--- src/rtl/slice_arbiter.sv ---
// slice_arbiter: round-robin time-slice arbiter for NREQ requesters.
// Requests are debounced for DEB cycles. A grant lasts at most SLICE cycles.
// Each grant is followed by one dead cycle before the next grant.
module slice_arbiter #(
  parameter  int unsigned NREQ  = 4,
  parameter  int unsigned SLICE = 10,
  parameter  int unsigned DEB   = 3,
  localparam int unsigned IDW   = $clog2(NREQ),
  localparam int unsigned SW    = $clog2(SLICE) + 1
) (
  input  logic            clk,
  input  logic            rstn,
  input  logic [NREQ-1:0] req,
  output logic [NREQ-1:0] gnt,
  output logic [IDW-1:0]  gnt_id,
  output logic            busy,
  output logic [SW-1:0]   slot_cnt,
  output logic            slice_done
);

  localparam int unsigned     DW        = (DEB > 1) ? $clog2(DEB) : 1;
  localparam logic [DW-1:0]   DMAX      = DW'(DEB - 1);
  localparam logic [SW-1:0]   SLOT_LAST = SW'(SLICE - 1);
  localparam logic [IDW-1:0]  LAST_RST  = IDW'(NREQ - 1);

  typedef enum logic [1:0] {IDLE, GRANT, GAP} state_t;

  state_t          state_q, state_d;
  logic [IDW-1:0]  owner_q, owner_d;
  logic [IDW-1:0]  last_q, last_d;
  logic [SW-1:0]   slot_q, slot_d;
  logic [NREQ-1:0] gnt_q, gnt_d;
  logic [DW-1:0]   dcnt_q [NREQ];
  logic [DW-1:0]   dcnt_d [NREQ];
  logic [NREQ-1:0] qual;
  logic            found;
  logic [IDW-1:0]  win;
  logic [IDW-1:0]  cand;

  // Debounce: count consecutive high cycles per requester, saturating at DEB-1
  always_comb begin
    qual = '0;
    for (int unsigned i = 0; i < NREQ; i++) begin
      dcnt_d[i] = dcnt_q[i];
      if (!req[i])
        dcnt_d[i] = '0;
      else if (dcnt_q[i] != DMAX)
        dcnt_d[i] = dcnt_q[i] + 1'b1;
      qual[i] = req[i] && (dcnt_q[i] == DMAX);
    end
  end

  // Round-robin pick: first qualified index after the last owner, wrapping
  always_comb begin
    found = 1'b0;
    win   = '0;
    cand  = '0;
    for (int unsigned k = 1; k <= NREQ; k++) begin
      cand = IDW'((32'(last_q) + k) % NREQ);
      if (!found && qual[cand]) begin
        found = 1'b1;
        win   = cand;
      end
    end
  end

  // Next-state and next-output computation for the IDLE/GRANT/GAP controller
  always_comb begin
    state_d = state_q;
    owner_d = owner_q;
    last_d  = last_q;
    slot_d  = slot_q;
    unique case (state_q)
      GRANT: begin
        if (!req[owner_q] || (slot_q == SLOT_LAST)) begin
          state_d = GAP;
          last_d  = owner_q;
          owner_d = '0;
          slot_d  = '0;
        end else begin
          slot_d = slot_q + 1'b1;
        end
      end
      default: begin
        slot_d = '0;
        if (found) begin
          state_d = GRANT;
          owner_d = win;
        end else begin
          state_d = IDLE;
          owner_d = '0;
        end
      end
    endcase
    gnt_d = '0;
    if (state_d == GRANT)
      gnt_d[owner_d] = 1'b1;
  end

  // State, pointer, slot counter, grant and debounce registers
  always_ff @(posedge clk or negedge rstn) begin
    if (!rstn) begin
      state_q <= IDLE;
      owner_q <= '0;
      last_q  <= LAST_RST;
      slot_q  <= '0;
      gnt_q   <= '0;
      for (int unsigned i = 0; i < NREQ; i++)
        dcnt_q[i] <= '0;
    end else begin
      state_q <= state_d;
      owner_q <= owner_d;
      last_q  <= last_d;
      slot_q  <= slot_d;
      gnt_q   <= gnt_d;
      for (int unsigned i = 0; i < NREQ; i++)
        dcnt_q[i] <= dcnt_d[i];
    end
  end

  assign gnt        = gnt_q;
  assign gnt_id     = owner_q;
  assign busy       = |gnt_q;
  assign slot_cnt   = slot_q;
  // The owner releasing in the final slot cycle counts as an early release, so req is examined here
  assign slice_done = (state_q == GRANT) && (slot_q == SLOT_LAST) && req[owner_q];

endmodule

--- config.mk ---
export PLATFORM = sky130hd
export DESIGN_NAME = slice_arbiter
export DESIGN_NICKNAME = d
export VERILOG_FILES = /design/src/rtl/slice_arbiter.sv
export SDC_FILE = /design/constraint.sdc
export NUM_CORES = 1
export LEC_CHECK = 0
export BUFFER_PORTS_ARGS = -buffer_cell sky130_fd_sc_hd__buf_2
export CAP_MARGIN = 0
export CELL_PAD_IN_SITES_DETAIL_PLACEMENT = 2
export CELL_PAD_IN_SITES_GLOBAL_PLACEMENT = 2
export CORE_MARGIN = 3
export CORE_UTILIZATION = 31
export DETAILED_ROUTE_END_ITERATION = 12
export PLACE_DENSITY_LB_ADDON = 0.1
export SLEW_MARGIN = 5
export SYNTH_ARGS = -nofsm -noshare
export SYNTH_HDL_FRONTEND = slang
export SYNTH_SLANG_ARGS = --single-unit
--- constraint.sdc ---
create_clock -name clk -period 1.64 [get_ports clk]
set_clock_uncertainty 0.1 [all_clocks]
set_input_delay 0.246 -clock clk [delete_from_list [all_inputs] [get_ports clk]]
set_output_delay 0.246 -clock clk [all_outputs]
set_load 0.005 [all_outputs]
# After elaboration in Yosys (flattened, before gate mapping)
# Index checks and enable logic that the tools add are counted.
# Widths: inputs -> output; s select.
# totals
register_bits	23
latchBits	0
mem_bits_rw	0
rom_bits	0
in_bits	6
word_cells	94
n_memories	0
# classes
add_sub_neg	9
mul	0
div	0
magnitude_cmp	7
eq_ne	15
shifts	0
n_mux	37
bitwise_logic	0
n_reduce_logical	17
# op_table
op	count
$mux 2	17
$lt 2x3->1 const B	6
$add 2x1->2 const B	6
$mux 1	11
$bmux 1 s2	5
$logic_and 1x1->1	10
$mux 5	2
$eq 2x2->1 const B	4
$ne 2x1->1 const B	4
$ne 2x2->1 const B	4
$add 5x1->5 const B	1
$eq 5x4->1 const B	1
$add 2x2->2 const B	2
$eq 2x1->1 const B	2
$logic_not 1->1	4
$mux 4	1
$reduce_or 4->1	1
$demux 1 s2	1
$ge 2x1->1 const B	1
$reduce_and 2->1	1
$logic_or 1x1->1	1

# Logic depth before layout (Yosys ltp)
# logic_depth
depth_word	21
mapped_depth	7
ltp_nobuf	7

# Least setup slack after synthesis
# No wires, ideal clock.
# synth_path
path_kind	register to register
start	register dcnt_q[0] (netlist bit)
end	register gnt_q[3], in the netlist gnt[3]
setup_time_ns	0.119
t_arrival_ns	1.587
t_required_ns	1.421
slack_ns	-0.166
path_stages_with_launch	8
n_path_buf	0
path_cell_list	dfrtp_1 -> inv_1 -> ha_1 -> and2_1 -> a311oi_1 -> o221ai_1 -> a22o_4 -> and2_1
# synth_via
elab_chain_len	21
# synth_rtl
element	line	text
start: declaration	33	logic [DW-1:0] dcnt_q [NREQ];
start signal: indexed assignment	117	dcnt_q[i] <= dcnt_d[i];
$eq 2x2->1 (*)	49	qual[i] = req[i] && (dcnt_q[i] == DMAX);
$logic_and 1x1->1 (*)	49	
$bmux 1 s2	60	if (!found && qual[cand]) begin
$mux 1 (implied by the code)	60	
$mux 1	60	
$logic_not 1->1	60	
$logic_and 1x1->1	60	
$mux 1	60	
[... 7 more ...]	--	
$mux 2 (*)	73	unique case (state_q)
net owner_d[0]	29	logic [IDW-1:0] owner_q, owner_d;
$lt 2x3->1 (implied by the code) / $ge 2x1->1 (equally long branches)	97	gnt_d[owner_d] = 1'b1;
$logic_and 1x1->1 (implied by the code)	97	
$mux 1 (implied by the code)	97	
$demux 1 s2 (*)	97	
$mux 4 (*)	96	if (state_d == GRANT)
net gnt_d[3]	32	logic [NREQ-1:0] gnt_q, gnt_d;
end signal: assignment	115	gnt_q <= gnt_d;
end: declaration	32	
# Mark *: on every way through the listed nets, which the timed path passes. The rest lies on a longest branch. The select of a mux whose other input is x is not followed.
# A chain may end at the register's enable or synchronous reset.

# Final worst setup path
# layout_path
start	register owner_q[0], in the netlist gnt_id[0]
end	output port slice_done
# layout_via
elab_chain_len	3
# layout_rtl
element	line	text
start: declaration	29	
start signal: assignment	112	owner_q <= owner_d;
$bmux 1 s2	126	assign slice_done = (state_q == GRANT) && (slot_q == SLOT_LAST) && req[owner_q];
$mux 1 (implied by the code)	126	
$logic_and 1x1->1	126	
end: declaration	18	output logic slice_done
# No other way between the ends. The select of a mux whose other input is x is not followed.

==> impl_metrics.yaml <==
global_routing:
  grt_start_max_net_pins: 24
  initial_antenna_violation_count: 0
  grtUsageTotal: 0.147
  global_route.overflow_total: 0
  grt_pass1_wl_um: 4910
  first_global_vias: 1045
flow_run:
  maxCapViolations: 0
final_layout:
  layout-drive-gt1-share: 0.430
  syn2layout_area_growth_pct: 37.3
  finalNetCount: 162
  ff_latch_area_um2: 578
  insertedDiodeCount: 0
  filler_cell_count: 373
  number_of_cells_in_the_finished_layout_apart_from_fillers: 195
  postLayoutCoreUtil: 0.453
  multi_input_area_um2: 577
floorplanning:
  overall_die_area_mm2: 0.00439
  die_h_um: 66.3
  die_w_um: 66.3
  io_pins: 19
  core_region_area_mm2: 0.00342
  placementRows: 21
  floorplan.initialDensity: 0.330
setup_path:
  worst-endpoint-required_ps: 1290
  worst_setup_path_end_kind: "primary output"
  crit_path_max_fanout: 2
  critPathSlowestCell: "mux4_2"
  cp_cell_sequence: "mux4_2 -> buf_6 -> nand2_4 -> nor2_2 -> buf_2"
  crit_path_start_kind: "flip-flop"
  cp.arrival_ps: 1620
  cp_slowest_stage_delay_ps: 560
  crit_type: "flip-flop to primary output"
logic_synthesis:
  ys_ff_latch: 23
  syn_inst: 102
  synth.largest_area_cell: "dfrtp_1"
  synth_fp_nets: 114
  synthesis.area_mm2: 0.00113
  synth_flop_type: "dfrtp_1"
  synth.top_cells.by_area: "dfrtp_1 (47%), ha_1 (6.7%), and2_1 (6.1%)"
  synth.lib_cells_used.distinct: 28
  ys.warnings.count: 0
  synth_top_cells_by_count: "dfrtp_1 (21), and2_1 (11), nand2_1 (9)"
  synth_edf_count: 0
  synth_async_sr_flop_share: 1.00
  synth_most_common_cell: "dfrtp_1"
  synth-seq-area-share: 0.513
  synthDominantCellAreaShare: 0.467
  syn_area_per_cell_um2: 11.0
sta:
  worst_pin_slew_ps: 528
  layout_min_cycle_time_ps: 1970
  max_clock_freq_mhz: 508
  setup-tns-final_ps: -2010
  worst_slack_ps: -327
  tcrit_tclk_final: 1.20
  finalHoldViolations: 0
  finalMaxSlewViolations: 0
  setup_viol_count_final: 11
  relSlewSlack: 0.648
  grt_setup_unrepaired: "true"
clock_tree:
  cts-root-to-sink-buffers: 2
  cts.sink_count: 23
  h-tree-depth: 1
  cts_made_buffers: 3
  path_clk_slew_ps: 130
  tritoncts: "done"
  cts-root-buf: "clkbuf_4"
  clock_latency_at_the_later_pin_of_the_worst_skew_pair_ps: 320
routing:
  routed_wirelength_um: 2750
  postRouteAntennaNets: 0
  drt-initial-drc-count: 5
  vias: 916
  drc: 0
  wl_per_cell_um: 14.1
  drt-vias-per-instance: 4.70
  drt-pass1-iter-count: 3
power_and_ir_drop:
  finalPower_w: 0.00230
  p_per_area_mw_per_mm2: 1490
  vdd.ir_drop.worst_v: 0.000528
  power_leakage_nw: 0.757
placement:
  port_buffers: 18
  dp.cells: 188
  finalWeightedCongestion: 0.765
  dp.final_hpwl_um: 2200
hold_path:
  hold_path.class: "input port to flip-flop"
run_status:
  run_status: "finished with violations"
  violations: "setup timing"
## worst paths after layout
check / from / to / slack, ps / depth (start not counted)
max: gnt_id[0]$_DFF_PN0_ / slice_done / -330 / 5
min: req[3] / dcnt_q[0]$_DFFE_PN0P_ / 90 / 2
max reg2reg: gnt_id[0]$_DFF_PN0_ / gnt[3]$_DFF_PN0_ / -260 / 5
min reg2reg: slot_cnt[0]$_DFF_PN0_ / slot_cnt[1]$_DFF_PN0_ / 470 / 2
max in group asynchronous: rstn / last_q[0]$_DFFE_PN1P_ / 750 / 2
min in group asynchronous: rstn / dcnt_q[4]$_DFFE_PN0P_ / 320 / 2
## power by group
group / leakage, nW / internal, W / switching [W]
registers: 0.301 / 0.000758 / 0.000110
clock network: 0.0177 / 0.0000915 / 0.000177
logic: 0.438 / 0.000645 / 0.000522
## sequential cells by signal (all words and copies together), names as in the netlist
name,cells
dcnt_q,8
gnt,4
gnt_id,2
last_q,2
slot_cnt,5
state_q,2
## placed cells by master, fill, tap and decap left out, types with 2 or more instances in the layout
cell type / Yosys / routed
buf_4: 0 / 23
dfrtp_1: 21 / 21
buf_2: 0 / 18
and2_1: 11 / 11
nand2_1: 9 / 8
inv_1: 6 / 6
o21ai_0: 6 / 6
xnor2_1: 5 / 5
nor2_1: 6 / 5
nand3_1: 4 / 4
nor2b_1: 3 / 3
ha_1: 6 / 3
ha_2: 0 / 3
clkbuf_4: 0 / 3
and3b_1: 2 / 2
a22oi_1: 2 / 2
a21oi_1: 3 / 2
a22o_4: 1 / 2
a311oi_2: 0 / 2
xor2_1: 2 / 2
dfstp_2: 2 / 2
## cell families (layout without fill, tap and decap cells)
logic type,count (synthesis),in the layout,synth area share
and+or+nand+nor,41,41,0.210
muxes,2,2,0.0300
buffers and inverters,6,53,0.0200
AOI/OAI and AO/OA,17,17,0.106
DFF,23,23,0.513
adders and majority gates,6,6,0.0667
xor gates and xnor gates,7,7,0.0544
## worst max-delay path, delay by kind of cell (launching register included)
family                 cells  cell delay, ps
AND/OR/NAND/NOR            2              90
buffers and inverters      2             260
flip-flops                 1             400
multiplexers               1             560
## metal layers
layer | part of all wire | global-route usage | vias up
met4 | 0.017 | 0.0533 | 0
li1 | - | - | 443
met5 | 0 | 0 | -
met1 | 0.45 | 0.194 | 455
met3 | 0.028 | 0.0204 | 5
met2 | 0.50 | 0.243 | 13
## repair_timing
item                       CTS  global route
hold buffers                 1             0
resized for setup            5             4
buffers inserted             2             0
setup endpoints to repair   10            12
hold endpoints to repair    21             0
pin swaps                    3             3
## through the flow
step | worst slack (ps) | instance area [um^2] | hold slack [ps]
2_1_floorplan | -113 | 1140 | -150
3_3_place_gp | -176 | 1450 | 153
3_5_place_dp | -240 | 1450 | 164
4_1_cts | -350 | 1530 | 78.3
5_1_grt | -423 | 1550 | 96.3
6_report | -327 | 1550 | 87.8
## area by class of cell
type,count,area share
multi-input cells,73,0.373
clock inverters,1,0.00324
clock buffers,3,0.0146
flip-flops and latches,23,0.374
repair buffers,43,0.184
inverters,6,0.0146
well taps,46,0.0372
Note: power is estimated with default switching activity, not from simulation.
